## config.mk

```make
export PLATFORM = sky130hd
export DESIGN_NAME = seg7_scan_ctrl
export DESIGN_NICKNAME = d
export VERILOG_FILES = /design/src/rtl/seg7_pkg.sv /design/src/rtl/seg7_hex_decode.sv /design/src/rtl/seg7_scan_ctrl.sv
export SDC_FILE = /design/constraint.sdc
export NUM_CORES = 1
export LEC_CHECK = 0
export CAP_MARGIN = 10
export CORE_MARGIN = 3
export CORE_UTILIZATION = 50
export CTS_CLUSTER_SIZE = 8
export DETAILED_ROUTE_END_ITERATION = 7
export HOLD_SLACK_MARGIN = 0.1
export PLACE_DENSITY = 0.74
export SLEW_MARGIN = 20
export SYNTH_ARGS = -nofsm -noshare
export SYNTH_HDL_FRONTEND = slang
export SYNTH_HIERARCHICAL = 1
export SYNTH_SLANG_ARGS = --single-unit
```

## constraint.sdc

```tcl
create_clock -name clk -period 4.2 [get_ports clk]
set_input_delay 1.05 -clock clk [delete_from_list [all_inputs] [get_ports clk]]
set_output_delay 1.05 -clock clk [all_outputs]
set_load 0.01 [all_outputs]
```

## src/rtl/seg7_pkg.sv

```systemverilog
// Shared types, segment table and polarity helpers for the seven-segment
// scan controller and its decoder.
package seg7_pkg;

    typedef enum logic [1:0] {
        S_BLANK = 2'd0,
        S_ON    = 2'd1,
        S_OFF   = 2'd2
    } scan_st_t;

    // Active-high segments, bit0=a .. bit6=g, for hex 0..F (0-9, A, b, C, d, E, F).
    localparam logic [6:0] SEG_TABLE [16] = '{
        7'h3F, 7'h06, 7'h5B, 7'h4F, 7'h66, 7'h6D, 7'h7D, 7'h07,
        7'h7F, 7'h6F, 7'h77, 7'h7C, 7'h39, 7'h5E, 7'h79, 7'h71
    };

    function automatic logic [6:0] SEG_OFF(input logic act_low);
        return act_low ? 7'h7F : 7'h00;
    endfunction

    // Wide enough for the largest digit count; callers truncate to NDIG.
    function automatic logic [15:0] AN_OFF(input logic act_low);
        return act_low ? 16'hFFFF : 16'h0000;
    endfunction

    function automatic logic [6:0] seg_polarity(input logic [6:0] seg, input logic act_low);
        return act_low ? ~seg : seg;
    endfunction

endpackage

```

## src/rtl/seg7_hex_decode.sv

```systemverilog
// Combinational hex-to-seven-segment decoder, active-high output.
module seg7_hex_decode
    import seg7_pkg::*;
(
    input  logic [3:0] hex_i,
    output logic [6:0] seg_o
);

    // Table lookup of the segment pattern for one hex digit.
    always_comb begin
        seg_o = SEG_TABLE[hex_i];
    end

endmodule

```

## src/rtl/seg7_scan_ctrl.sv

```systemverilog
// Multiplexed seven-segment scanner: round-robin digit slots with dead-time
// blanking, PWM brightness and frame-synchronous double-buffered loading.
module seg7_scan_ctrl
    import seg7_pkg::*;
#(
    parameter int NDIG        = 8,
    parameter int DIV         = 50000,
    parameter int BLANK       = 64,
    parameter bit AN_ACT_LOW  = 1'b1,
    parameter bit SEG_ACT_LOW = 1'b1
) (
    input  logic                clk,
    input  logic                rst_n,
    input  logic [4*NDIG-1:0]   digits_i,
    input  logic [NDIG-1:0]     dp_i,
    input  logic [NDIG-1:0]     enable_i,
    input  logic [3:0]          bright_i,
    input  logic                load_i,
    output logic [NDIG-1:0]     anode_o,
    output logic [6:0]          seg_o,
    output logic                dp_o,
    output logic                frame_o
);

    localparam int                CNT_W      = $clog2(DIV);
    localparam int                IDX_W      = $clog2(NDIG);
    localparam logic [CNT_W-1:0]  CNT_LAST   = CNT_W'(DIV - 1);
    localparam logic [CNT_W-1:0]  BLANK_LAST = CNT_W'(BLANK - 1);
    localparam logic [IDX_W-1:0]  IDX_LAST   = IDX_W'(NDIG - 1);
    localparam logic [31:0]       SLOT_SPAN  = 32'(DIV - BLANK);
    localparam logic [NDIG-1:0]   AN_IDLE    = NDIG'(AN_OFF(AN_ACT_LOW));
    localparam logic [6:0]        SEG_IDLE   = SEG_OFF(SEG_ACT_LOW);
    localparam logic              DP_IDLE    = SEG_ACT_LOW;

    logic [CNT_W-1:0]   cnt_r;
    logic [IDX_W-1:0]   idx_r;
    scan_st_t           state_r;
    scan_st_t           state_nx_s;
    logic [3:0]         br_r;
    logic [31:0]        on_len_s;
    logic               on_done_s;
    logic               tick_s;
    logic               frame_edge_s;
    logic               pend_r;
    logic [4*NDIG-1:0]  pend_dig_r;
    logic [NDIG-1:0]    pend_dp_r;
    logic [NDIG-1:0]    pend_en_r;
    logic [4*NDIG-1:0]  act_dig_r;
    logic [NDIG-1:0]    act_dp_r;
    logic [NDIG-1:0]    act_en_r;
    logic [6:0]         dec_s;
    logic [NDIG-1:0]    an_sel_s;
    logic [NDIG-1:0]    an_nx_s;
    logic [6:0]         seg_nx_s;
    logic               dp_nx_s;

    // Slot timing strobes and the lit-time length for the current brightness.
    always_comb begin
        tick_s       = (cnt_r == CNT_LAST);
        frame_edge_s = tick_s && (idx_r == IDX_LAST);
        on_len_s     = (SLOT_SPAN * (32'(br_r) + 32'd1)) >> 4;
        on_done_s    = (32'(cnt_r) + 32'd1 - 32'(BLANK)) >= on_len_s;
    end

    // Prescaler and digit index.
    always_ff @(posedge clk or negedge rst_n) begin
        if (!rst_n) begin
            cnt_r <= '0;
            idx_r <= '0;
        end else if (tick_s) begin
            cnt_r <= '0;
            idx_r <= (idx_r == IDX_LAST) ? '0 : idx_r + 1'b1;
        end else begin
            cnt_r <= cnt_r + 1'b1;
        end
    end

    // Brightness is frozen for the whole slot so the PWM width cannot change mid-slot.
    always_ff @(posedge clk or negedge rst_n) begin
        if (!rst_n) begin
            br_r <= 4'd0;
        end else if (cnt_r == '0) begin
            br_r <= bright_i;
        end else begin
            br_r <= br_r;
        end
    end

    // Slot state sequencing; a tick always restarts in dead time.
    always_comb begin
        state_nx_s = state_r;
        if (tick_s) begin
            state_nx_s = S_BLANK;
        end else begin
            case (state_r)
                S_BLANK: state_nx_s = (cnt_r == BLANK_LAST) ? S_ON : S_BLANK;
                S_ON:    state_nx_s = on_done_s ? S_OFF : S_ON;
                S_OFF:   state_nx_s = S_OFF;
                default: state_nx_s = S_BLANK;
            endcase
        end
    end

    // Slot state register.
    always_ff @(posedge clk or negedge rst_n) begin
        if (!rst_n) begin
            state_r <= S_BLANK;
        end else begin
            state_r <= state_nx_s;
        end
    end

    // Double buffer: a load coinciding with a frame edge keeps pend set for the next frame.
    always_ff @(posedge clk or negedge rst_n) begin
        if (!rst_n) begin
            pend_r     <= 1'b0;
            pend_dig_r <= '0;
            pend_dp_r  <= '0;
            pend_en_r  <= '0;
            act_dig_r  <= '0;
            act_dp_r   <= '0;
            act_en_r   <= '0;
        end else begin
            if (frame_edge_s && pend_r) begin
                act_dig_r <= pend_dig_r;
                act_dp_r  <= pend_dp_r;
                act_en_r  <= pend_en_r;
            end else begin
                act_dig_r <= act_dig_r;
                act_dp_r  <= act_dp_r;
                act_en_r  <= act_en_r;
            end
            if (load_i) begin
                pend_dig_r <= digits_i;
                pend_dp_r  <= dp_i;
                pend_en_r  <= enable_i;
                pend_r     <= 1'b1;
            end else if (frame_edge_s) begin
                pend_r     <= 1'b0;
            end else begin
                pend_r     <= pend_r;
            end
        end
    end

    seg7_hex_decode u_dec (
        .hex_i (act_dig_r[{idx_r, 2'b00} +: 4]),
        .seg_o (dec_s)
    );

    // Next output values with polarity applied before the output register.
    always_comb begin
        an_sel_s = {{(NDIG-1){1'b0}}, 1'b1} << idx_r;
        if ((state_r == S_ON) && act_en_r[idx_r]) begin
            an_nx_s  = AN_ACT_LOW ? ~an_sel_s : an_sel_s;
            seg_nx_s = seg_polarity(dec_s, SEG_ACT_LOW);
            dp_nx_s  = act_dp_r[idx_r] ^ SEG_ACT_LOW;
        end else begin
            an_nx_s  = AN_IDLE;
            seg_nx_s = SEG_IDLE;
            dp_nx_s  = DP_IDLE;
        end
    end

    // Registered pin drivers; reset darkens the display immediately.
    always_ff @(posedge clk or negedge rst_n) begin
        if (!rst_n) begin
            anode_o <= AN_IDLE;
            seg_o   <= SEG_IDLE;
            dp_o    <= DP_IDLE;
            frame_o <= 1'b0;
        end else begin
            anode_o <= an_nx_s;
            seg_o   <= seg_nx_s;
            dp_o    <= dp_nx_s;
            frame_o <= frame_edge_s;
        end
    end

endmodule

```

==> run metrics, run 1 <==
Final GP Congestion=approximately 0.93; Synth Register Bits=between 100 and 150; CP max stage cell=ha_1; power density cells=roughly 370 mW/mm2; Vias=around 4.5k; Antenna Diode Count=0; Non-Filler Instances=827; htree depth=4; DRC errors left=0; all-layer global routing usage=a little under a fifth; Arr. time, crit path=around 4.3 ns; Max Clock Freq=roughly 250 MHz; sequential area share after synthesis=49.1%; Worst-Skew Late Latency=0.42 ns; Pre-antenna DRT Iters=4; Core ar.=between 0.01 and 0.015 mm2; Die ar.=about 0.016 mm2; worst endpoint required time=4.51 ns; Final Hold Fails=0; worst setup path class=reg2reg; largest net degree at the start of global routing=88; Starting Density=between 50% and 60%; clock root buffer=clkbuf_16; Num CTS Buffers=17; setup ws final=0.229 ns; Worst setup SP type=flip-flop; Post-DRT Antenna Nets=0; final wirelength=13600 um; CTS Hold Buffers Added=0; CP Capture Type=flip-flop; CTS max path bufs=2; Post-Place Setup Slack=-0.0818 ns; CTS tree=done; Sink Count=about 140; Net Count, Synth=around 660; outcome=finished, final reports clean; fin crit share=a little over nine tenths; worst-margin pin slew=between 0.9 and 1 ns; area grow syn2layout=21.5%; most used cell, CP=ha_1; Synth area leader=dfrtp_1; Bufs and invs on worst path=0; synth warn=6; first-pass GRT wire length=23200 um; dpl hpwl=~9500 um; post-synth top area share=about 43%; Final Cell Area=approximately 0.0087 mm2; Die W=125 um; placed cell areas=roughly 0.008 mm2; Nets=between 700 and 800; syn avg cell area=~13 um2; min-delay worst type=reg2reg; die height=125 um; vias in the first global route=about 4.6k; WL per Instance=roughly 16 um; synth top area cells=dfrtp_1, mux2_2, ha_1; Final Skew=roughly 0.01 ns; Post-synth top flop=dfrtp_1; Site Rows=43; CP peak stage delay=~0.45 ns; CP top delay family=adder cells; vias per cell=~5.4; CP cell instances=ha_1 -> xor2_1 -> ha_1 -> ha_1 -> nand3_1 -> o21ai_2 -> nand3_1 -> a21oi_1 -> o21ai_0 -> xor2_1 -> ha_1 -> nand4_1 -> nor3_2 -> nand2_1 -> o211ai_1 -> a21oi_1 -> a31o_1; crit path time final=just under 4 ns; leak pwr=3.92 nW; GR Overflow Total=0; worst-path maximum fanout=8; Starting DRT DRC Count=about 170; FILL cells=approximately 1.1k; Setup-failing EPs final=0; distinct cell type count after synthesis=just under 60; initial antenna violation count=0; PortBufs=71; max cap viols=0; Slew headroom=36.3%; fin util=between 60% and 70%; RSZ-0062 raised after global routing=no; layout cells sized above 1=between 20 and 30%; Max VDD drop=between 0.2 and 0.3 mV; Worst-path clk slew=around 0.060 ns; ys async rst share=between 90% and 100%; Post-Syn Area=a little over 0.007 mm2; Placed Cells=791; Max Transition Viols Final=0; Post-synth EDFFs=0; I/O Pins=72; cell count after synthesis=558
==> sequential cells by signal (all words and copies together), names as in the netlist <==
signal	count
act_dig_r	32
pend_dig_r	32
cnt_r	16
act_dp_r	8
act_en_r	8
anode_o	8
pend_dp_r	8
pend_en_r	8
seg_o	7
br_r	4
idx_r	3
state_r	2
dp_o	1
frame_o	1
pend_r	1
==> path summary, 6_finish.rpt <==
kind / from / end / slack [ns] / cells after the start
min reg2reg: pend_dp_r[5] / act_dp_r[5] / 0.50 / 1
min in group asynchronous: rst_n / br_r[3] / 0.67 / 1
max reg2reg: br_r[0] / state_r[0] / 0.23 / 17
max in group asynchronous: rst_n / anode_o[3] / 2.58 / 2
max: br_r[0] / state_r[0] / 0.23 / 17
min: pend_dp_r[5] / act_dp_r[5] / 0.50 / 1
==> Yosys cell counts (3+ instances only) <==
library cell    n
a21oi_1        12
a31oi_1         3
and3_1          3
buf_1           6
buf_2           4
buf_6           5
clkbuf_1        9
dfrtp_1       123
dfstp_2        16
ha_1           49
inv_1          20
mux2_2         81
mux2_4         20
mux2i_1         4
mux4_2         12
nand2_1        58
nand2b_1        3
nand3_1         9
nand4_1         4
nor2_1         13
nor2b_1         3
nor3_1          7
nor4_1          3
o21ai_0        12
xnor2_1        14
xor2_1         22
==> cell type report <==
cell class / count / area (um2) / share of cell area (%)
multi-input cells: 374 / 3470 / 40.1
clock buffers: 17 / 425 / 4.91
inverters: 21 / 78.8 / 0.910
clock inverters: 15 / 174 / 2.01
well taps: 180 / 225 / 2.60
repair buffers: 81 / 785 / 9.06
flip-flops and latches: 139 / 3500 / 40.4
==> logic make-up after synthesis <==
kind of cell               after synthesis  synth area share (%)
adders and majority gates               49                  8.60
muxes                                  118                  21.7
and+or+nand+nor                        124                  8.90
DFF                                    139                  49.1
AOI/OAI and AO/OA                       47                  4.32
buffers and inverters                   45                  2.97
xor gates and xnor gates                36                  4.42
==> power by group <==
group          internal [mW]  total (mW)  switching, mW
registers               1.39        1.42         0.0286
clock network          0.933        1.51          0.573
logic                  0.166       0.310          0.144
total                   2.49        3.23          0.745
==> metal layers <==
layer	wire, um	vias to the layer above	GRT usage [%]
met1	6150	2254	24.6
met4	146	0	6.38
li1	-	2135	-
met3	532	11	4.10
met2	6820	92	30.1
met5	0	-	0
==> cells in the final DEF, fill, tap and decap left out, types with 4 or more instances in the layout <==
cell type / instances
a21oi_1: 12
buf_4: 11
clkbuf_16: 17
clkdlybuf4s50_1: 69
clkinv_2: 5
clkinvlp_4: 4
dfrtp_1: 122
dfstp_2: 16
ha_1: 47
inv_1: 20
mux2_2: 81
mux2_4: 20
mux2i_1: 4
mux4_2: 12
nand2_1: 58
nand3_1: 9
nand4_1: 4
nor2_1: 13
nor3_1: 6
o21ai_0: 11
xnor2_1: 13
xor2_1: 22
==> metrics by stage <==
step / hold slack, ns / setup TNS (ns) / total power, mW
finish: 0.498 / 0 / 3.23
global route: 0.522 / 0 / 3.36
CTS: 0.506 / 0 / 3.25
detailed placement: 0.491 / -0.0818 / 1.73
global placement: 0.482 / 0 / 1.72
floorplan: 0.474 / 0 / 1.60
==> worst register-to-register path, stage by stage (launching register included) <==
cell	delay (ns)
dfrtp_2	0.43
ha_1	0.23
xor2_1	0.25
ha_1	0.29
ha_1	0.45
nand3_1	0.16
o21ai_2	0.21
nand3_1	0.12
a21oi_1	0.14
o21ai_0	0.11
xor2_1	0.17
ha_1	0.33
nand4_1	0.14
nor3_2	0.20
nand2_1	0.08
o211ai_1	0.22
a21oi_1	0.11
a31o_1	0.22
==> timing repair <==
| action | 4_1_cts | 5_1_grt |
|---|---|---|
| buffers inserted | 1 | 3 |
| resized for setup | 4 | 6 |
| setup endpoints to repair | 1 | 2 |
| pin swaps | 1 | 7 |
No activity file was read; power rests on OpenSTA's default activity.
==> run 2: changes to the inputs <==
--- a/config.mk
+++ b/config.mk
@@ -11,7 +11,7 @@
 export CTS_CLUSTER_SIZE = 8
 export DETAILED_ROUTE_END_ITERATION = 7
 export HOLD_SLACK_MARGIN = 0.1
-export PLACE_DENSITY = 0.74
+export PLACE_DENSITY = 0.72
 export SLEW_MARGIN = 20
 export SYNTH_ARGS = -nofsm -noshare
 export SYNTH_HDL_FRONTEND = slang
==> constraint.sdc (replaced) <==
create_clock -name clk -period 4.2 [get_ports clk]
set_input_delay 0.63 -clock clk [delete_from_list [all_inputs] [get_ports clk]]
set_output_delay 0.63 -clock clk [all_outputs]
set_load 0.01 [all_outputs]
==> run 2 against run 1 <==
Compared with the run above:
- via count down 0.53%
- final cell count down 0.24%
- non-clock buffer count down 2
- global-route usage up 0.18 points
- first-iteration DRC count up 48%
- clock skew down 0.0059 ns
- setup slack better by 0.050 ns
- routed wire length up 2.1%
- clock-buffer cell count up 4
- sequential share of layout area down 0.096 points
- largest cell class unchanged
- highest routed layer unchanged
==> run metrics, run 2 (synthesized netlist as in run 1, its figures left out) <==
WL per Instance=16.9 um; DRC errors left=0; Final Power=3.26 mW; CP Capture Type=flip-flop; PortBufs=about 70; Max Transition Viols Final=0; biggest regs=act_dig_r: 32 flops, pend_dig_r: 32 flops, cnt_r: 16 flops; Placed Cells=around 800; fin crit share=~93%; clock root buffer=clkbuf_16; Antenna Diode Count=0; fin util=between 60 and 70%; Core ar.=roughly 0.014 mm2; htree depth=4; CTS max path bufs=2; setup_tns=0 ns; Die ar.=~0.016 mm2; Worst-path clk slew=about 0.060 ns; vias in the first global route=4771; Slew headroom=a little over a third; die height=approximately 130 um; layout cells sized above 1=between 20 and 30%; RSZ-0062 raised after global routing=no; largest net degree at the start of global routing=71; Non-Filler Instances=825; Starting DRT DRC Count=about 250; Sink Count=~140; max cap viols=0; area grow syn2layout=21.7%; commonest non-fill, non-tap cell in the layout=dfrtp_1; Worst-Skew Late Latency=approximately 0.41 ns; I/O Pins=slightly above 70; Starting Density=between 50% and 60%; dpl hpwl=a little under 10000 um; CTS tree=done; power density cells=~380 mW/mm2; worst setup path class=reg2reg; first-pass GRT wire length=23500 um; Worst setup SP type=flip-flop; outcome=finished, final reports clean; Final Hold Fails=0; worst endpoint required time=4.51 ns; Max Clock Freq=between 200 and 300 MHz; all-layer global routing usage=18.6%; Die W=roughly 130 um; Final GP Congestion=around 0.9; Max VDD drop=roughly 0.24 mV; Vias=4468; GR Overflow Total=0; min-delay worst type=in2async; worst-path maximum fanout=5; worst reg2reg setup slack=around 0.28 ns; most frequent cells in the layout=dfrtp_1, mux2_2, clkdlybuf4s50_1; Final Skew=slightly above 0.004 ns; vias per cell=between 5 and 6; Pre-antenna DRT Iters=4; final wirelength=roughly 14000 um; Nets=about 740; crit path time final=approximately 4 ns; leak pwr=3.92 nW; worst-margin pin slew=0.974 ns; Post-DRT Antenna Nets=0; Setup-failing EPs final=0; initial antenna violation count=0; Num CTS Buffers=17; FILL cells=1108; Site Rows=43; Arr. time, crit path=between 4 and 5 ns
[run 2: stage by stage]
| step | setup WS (ns) | cell area (um2) | hold WS (ns) |
|---|---|---|---|
| 6_report | 0.279 | 8680 | 0.215 |
| 5_1_grt | 0.0102 | 8680 | 0.257 |
| 4_1_cts | 0.00104 | 8600 | 0.227 |
| 3_5_place_dp | 0.0114 | 7990 | 0.489 |
| 3_3_place_gp | 0.185 | 7990 | 0.483 |
| 2_1_floorplan | 0.0871 | 7130 | 0.334 |
[run 2: path summary, 6_finish.rpt]
kind / endpoint / cells after the start / startpoint
min in group clk: act_dig_r[31] / 1 / act_dig_r[31]
max in group asynchronous: seg_o[5] / 2 / rst_n
hold / removal: pend_dig_r[22] / 1 / rst_n
setup reg to reg: state_r[0] / 18 / br_r[0]
setup / recovery: state_r[0] / 18 / br_r[0]
hold reg to reg: act_dig_r[31] / 1 / act_dig_r[31]
[run 2: power breakdown]
| group | internal (mW) | switching, mW | total, mW |
|---|---|---|---|
| clock network | 0.978 | 0.551 | 1.53 |
| logic | 0.167 | 0.145 | 0.311 |
| registers | 1.39 | 0.0286 | 1.42 |
| total | 2.53 | 0.724 | 3.26 |
[run 2: final cells by class]
cell class	instances	area [um2]	area share, %
Sequential cell	139	3500	40.3
Multi-Input combinational cell	374	3490	40.2
Timing Repair Buffer	79	769	8.87
Clock buffer	21	470	5.42
Tap cell	180	225	2.60
Clock inverter	11	144	1.66
Inverter	21	78.8	0.908
[run 2: timing repair]
action                                 4_1_cts  5_1_grt
hold buffers                                 0        0
endpoints found under the hold margin        0        0
buffers inserted                             0        0
resized for setup                            0       10
setup endpoints to repair                    0        2
[run 2: worst max-delay path, cell delays in order, from the launching register on]
cell and delay [ns]:
dfrtp_1 0.43, ha_2 0.23, and3_2 0.26, ha_4 0.26, ha_4 0.24, ha_4 0.28, nand3_1 0.09, o21ai_2 0.20
nand3_1 0.09, a21oi_1 0.14, o21ai_0 0.11, xor2_1 0.17, ha_1 0.33, nand4_1 0.14, nor3_2 0.17, nand2_1 0.08
o211ai_1 0.25, a21oi_1 0.11, a31o_1 0.22
[run 2: routing by layer]
layer	global-route usage, %	up-vias	wire length [um]
met2	30.4	95	6840
li1	-	2120	-
met3	4.96	22	529
met1	24.3	2231	6310
met4	6.38	0	251
met5	0	-	0
==> run 3: changes to the inputs <==
--- a/config.mk
+++ b/config.mk
@@ -8,6 +8,7 @@
 export CAP_MARGIN = 10
 export CORE_MARGIN = 3
 export CORE_UTILIZATION = 50
+export CTS_BUF_LIST = sky130_fd_sc_hd__clkbuf_4
 export CTS_CLUSTER_SIZE = 8
 export DETAILED_ROUTE_END_ITERATION = 7
 export HOLD_SLACK_MARGIN = 0.1
==> run 3 against run 2 <==
Compared with the run above:
- sequential power about the same
- non-clock buffer count increased by 1
- first-iteration DRC count decreased by 8.5%
- total power decreased by 20%
- sequential share of layout area increased by 1.5 points
- via count decreased by 0.49%
- maximum frequency about the same
- global-route usage decreased by 0.45 points
- register-to-register slack about the same
- utilization decreased by 2.3 points
- routed wire length decreased by 2.5%
- critical path type unchanged
- critical endpoint unchanged
- largest cell class unchanged
- highest routed layer unchanged
==> run metrics, run 3 (synthesized netlist as in run 1, its figures left out) <==
outcome=finished, final reports clean; placed cell areas=0.00799 mm2; GR Overflow Total=0; fin crit share=93.4%; FILL cells=1142; Num CTS Buffers=17; min-delay worst type=reg2reg; Max Transition Viols Final=0; DRT met1 WL=6250 um; Final Power=between 2 and 3 mW; hold path cells=1; Max VDD drop=0.234 mV; Nets=approximately 740; most frequent cells in the layout=dfrtp_1, mux2_2, clkdlybuf4s50_1; Site Rows=43; Starting Density=approximately half; CTS max path bufs=2; Final Cell Area=~0.0084 mm2; htree depth=4; worst-path maximum fanout=5; Final GP Congestion=~0.90; crit path time final=around 4 ns; PortBufs=71; worst setup path class=reg2reg; largest net degree at the start of global routing=roughly 70; Core ar.=0.0139 mm2; FF-to-FF path depth=18; Antenna Diode Count=0; Setup-failing EPs final=0; Worst-Skew Late Latency=0.55 ns; initial antenna violation count=0; Vias=approximately 4.4k; DRC errors left=0; Worst setup SP type=flip-flop; max cap viols=0; Post-DRT Antenna Nets=0; dpl hpwl=between 9000 and 10000 um; Sink Count=~140; Worst-path clk slew=between 0.1 and 0.15 ns; area grow syn2layout=17.3%; die height=between 100 and 150 um; Slew headroom=about a third; power density cells=roughly 310 mW/mm2; layout cells sized above 1=28.6%; Arr. time, crit path=~4.4 ns; commonest non-fill, non-tap cell in the layout=dfrtp_1; # Post-CTS Setup Buffers=0; CTS tree=done; leak pwr=roughly 3.8 nW; clock root buffer=clkbuf_4; Final Skew=0.0192 ns; final wirelength=between 10000 and 15000 um; Max Clock Freq=around 250 MHz; worst endpoint required time=between 4 and 5 ns; vias in the first global route=4684; vias per cell=5.38; Die W=approximately 130 um; all-layer global routing usage=between 15 and 20%; I/O Pins=between 70 and 80; worst-margin pin slew=0.983 ns; max layer used=met4; Routed met3 length=about 500 um; CP Capture Type=flip-flop; Pre-antenna DRT Iters=4; first-pass GRT wire length=~23000 um; RSZ-0062 raised after global routing=no; Met2 Wirelength=6580 um; Starting DRT DRC Count=approximately 230; WL per Instance=~16 um; Final Hold Fails=0; setup_tns=0 ns; biggest regs=act_dig_r: 32 flops, pend_dig_r: 32 flops, cnt_r: 16 flops; Die ar.=between 0.015 and 0.02 mm2
==> run 3: metal layers <==
metal | global-route usage (%) | vias to the layer above
met2 | 29.3 | 84
li1 | - | 2132
met5 | 0 | -
met4 | 5.74 | 0
met3 | 4.96 | 18
met1 | 24.1 | 2212
==> run 3: repair_timing <==
action,4_1_cts,5_1_grt
endpoints found under the setup margin,1,2
hold endpoints to repair,62,0
hold buffers,1,0
resized for setup,1,9
pin swaps,0,7
==> run 3: power breakdown <==
part	internal, mW	total [mW]	switching [mW]
combinational	0.167	0.311	0.144
clock	0.410	0.884	0.474
sequential	1.39	1.41	0.0280
total	1.96	2.61	0.646
==> run 3: worst max-delay path, stage by stage (launching register included) <==
cell and delay, ns:
dfrtp_1 0.45, ha_2 0.23, and3_2 0.26, ha_4 0.26
ha_4 0.24, ha_4 0.28, nand3_1 0.09, o21ai_2 0.20
nand3_1 0.09, a21oi_1 0.14, o21ai_0 0.11, xor2_1 0.17
ha_1 0.33, nand4_1 0.13, nor3_2 0.17, nand2_1 0.08
o211ai_1 0.25, a21oi_1 0.11, a31o_1 0.22
==> run 3: cell type report <==
| type | count | area (um2) | share of cell area [%] |
|---|---|---|---|
| well taps | 180 | 225 | 2.69 |
| repair buffers | 80 | 779 | 9.32 |
| clock inverters | 14 | 155 | 1.85 |
| inverters | 21 | 78.8 | 0.942 |
| clock buffers | 18 | 135 | 1.62 |
| multi-input cells | 374 | 3490 | 41.8 |
| flip-flops and latches | 139 | 3500 | 41.8 |
==> run 3: worst paths after layout <==
kind / slack, ns / startpoint / endpoint
worst max-delay path: 0.28 / br_r[0] / state_r[0]
worst max register to register: 0.28 / br_r[0] / state_r[0]
worst min-delay path: 0.51 / pend_dp_r[0] / act_dp_r[0]
worst min register to register: 0.51 / pend_dp_r[0] / act_dp_r[0]
max in group asynchronous: 2.63 / rst_n / seg_o[5]
min in group asynchronous: 0.65 / rst_n / act_dig_r[20]
==> run 3: through the flow <==
| stage | util [%] | cells | setup WS, ns | hold WS [ns] |
|---|---|---|---|---|
| floorplan | - | 558 | 0.0871 | 0.334 |
| global placement | 57.3 | 793 | 0.185 | 0.483 |
| detailed placement | 57.3 | 793 | 0.0114 | 0.489 |
| CTS | 59.5 | 826 | 0.0475 | 0.512 |
| global route | 60.0 | 826 | 0.00480 | 0.528 |
| finish | 60.0 | 826 | 0.278 | 0.510 |
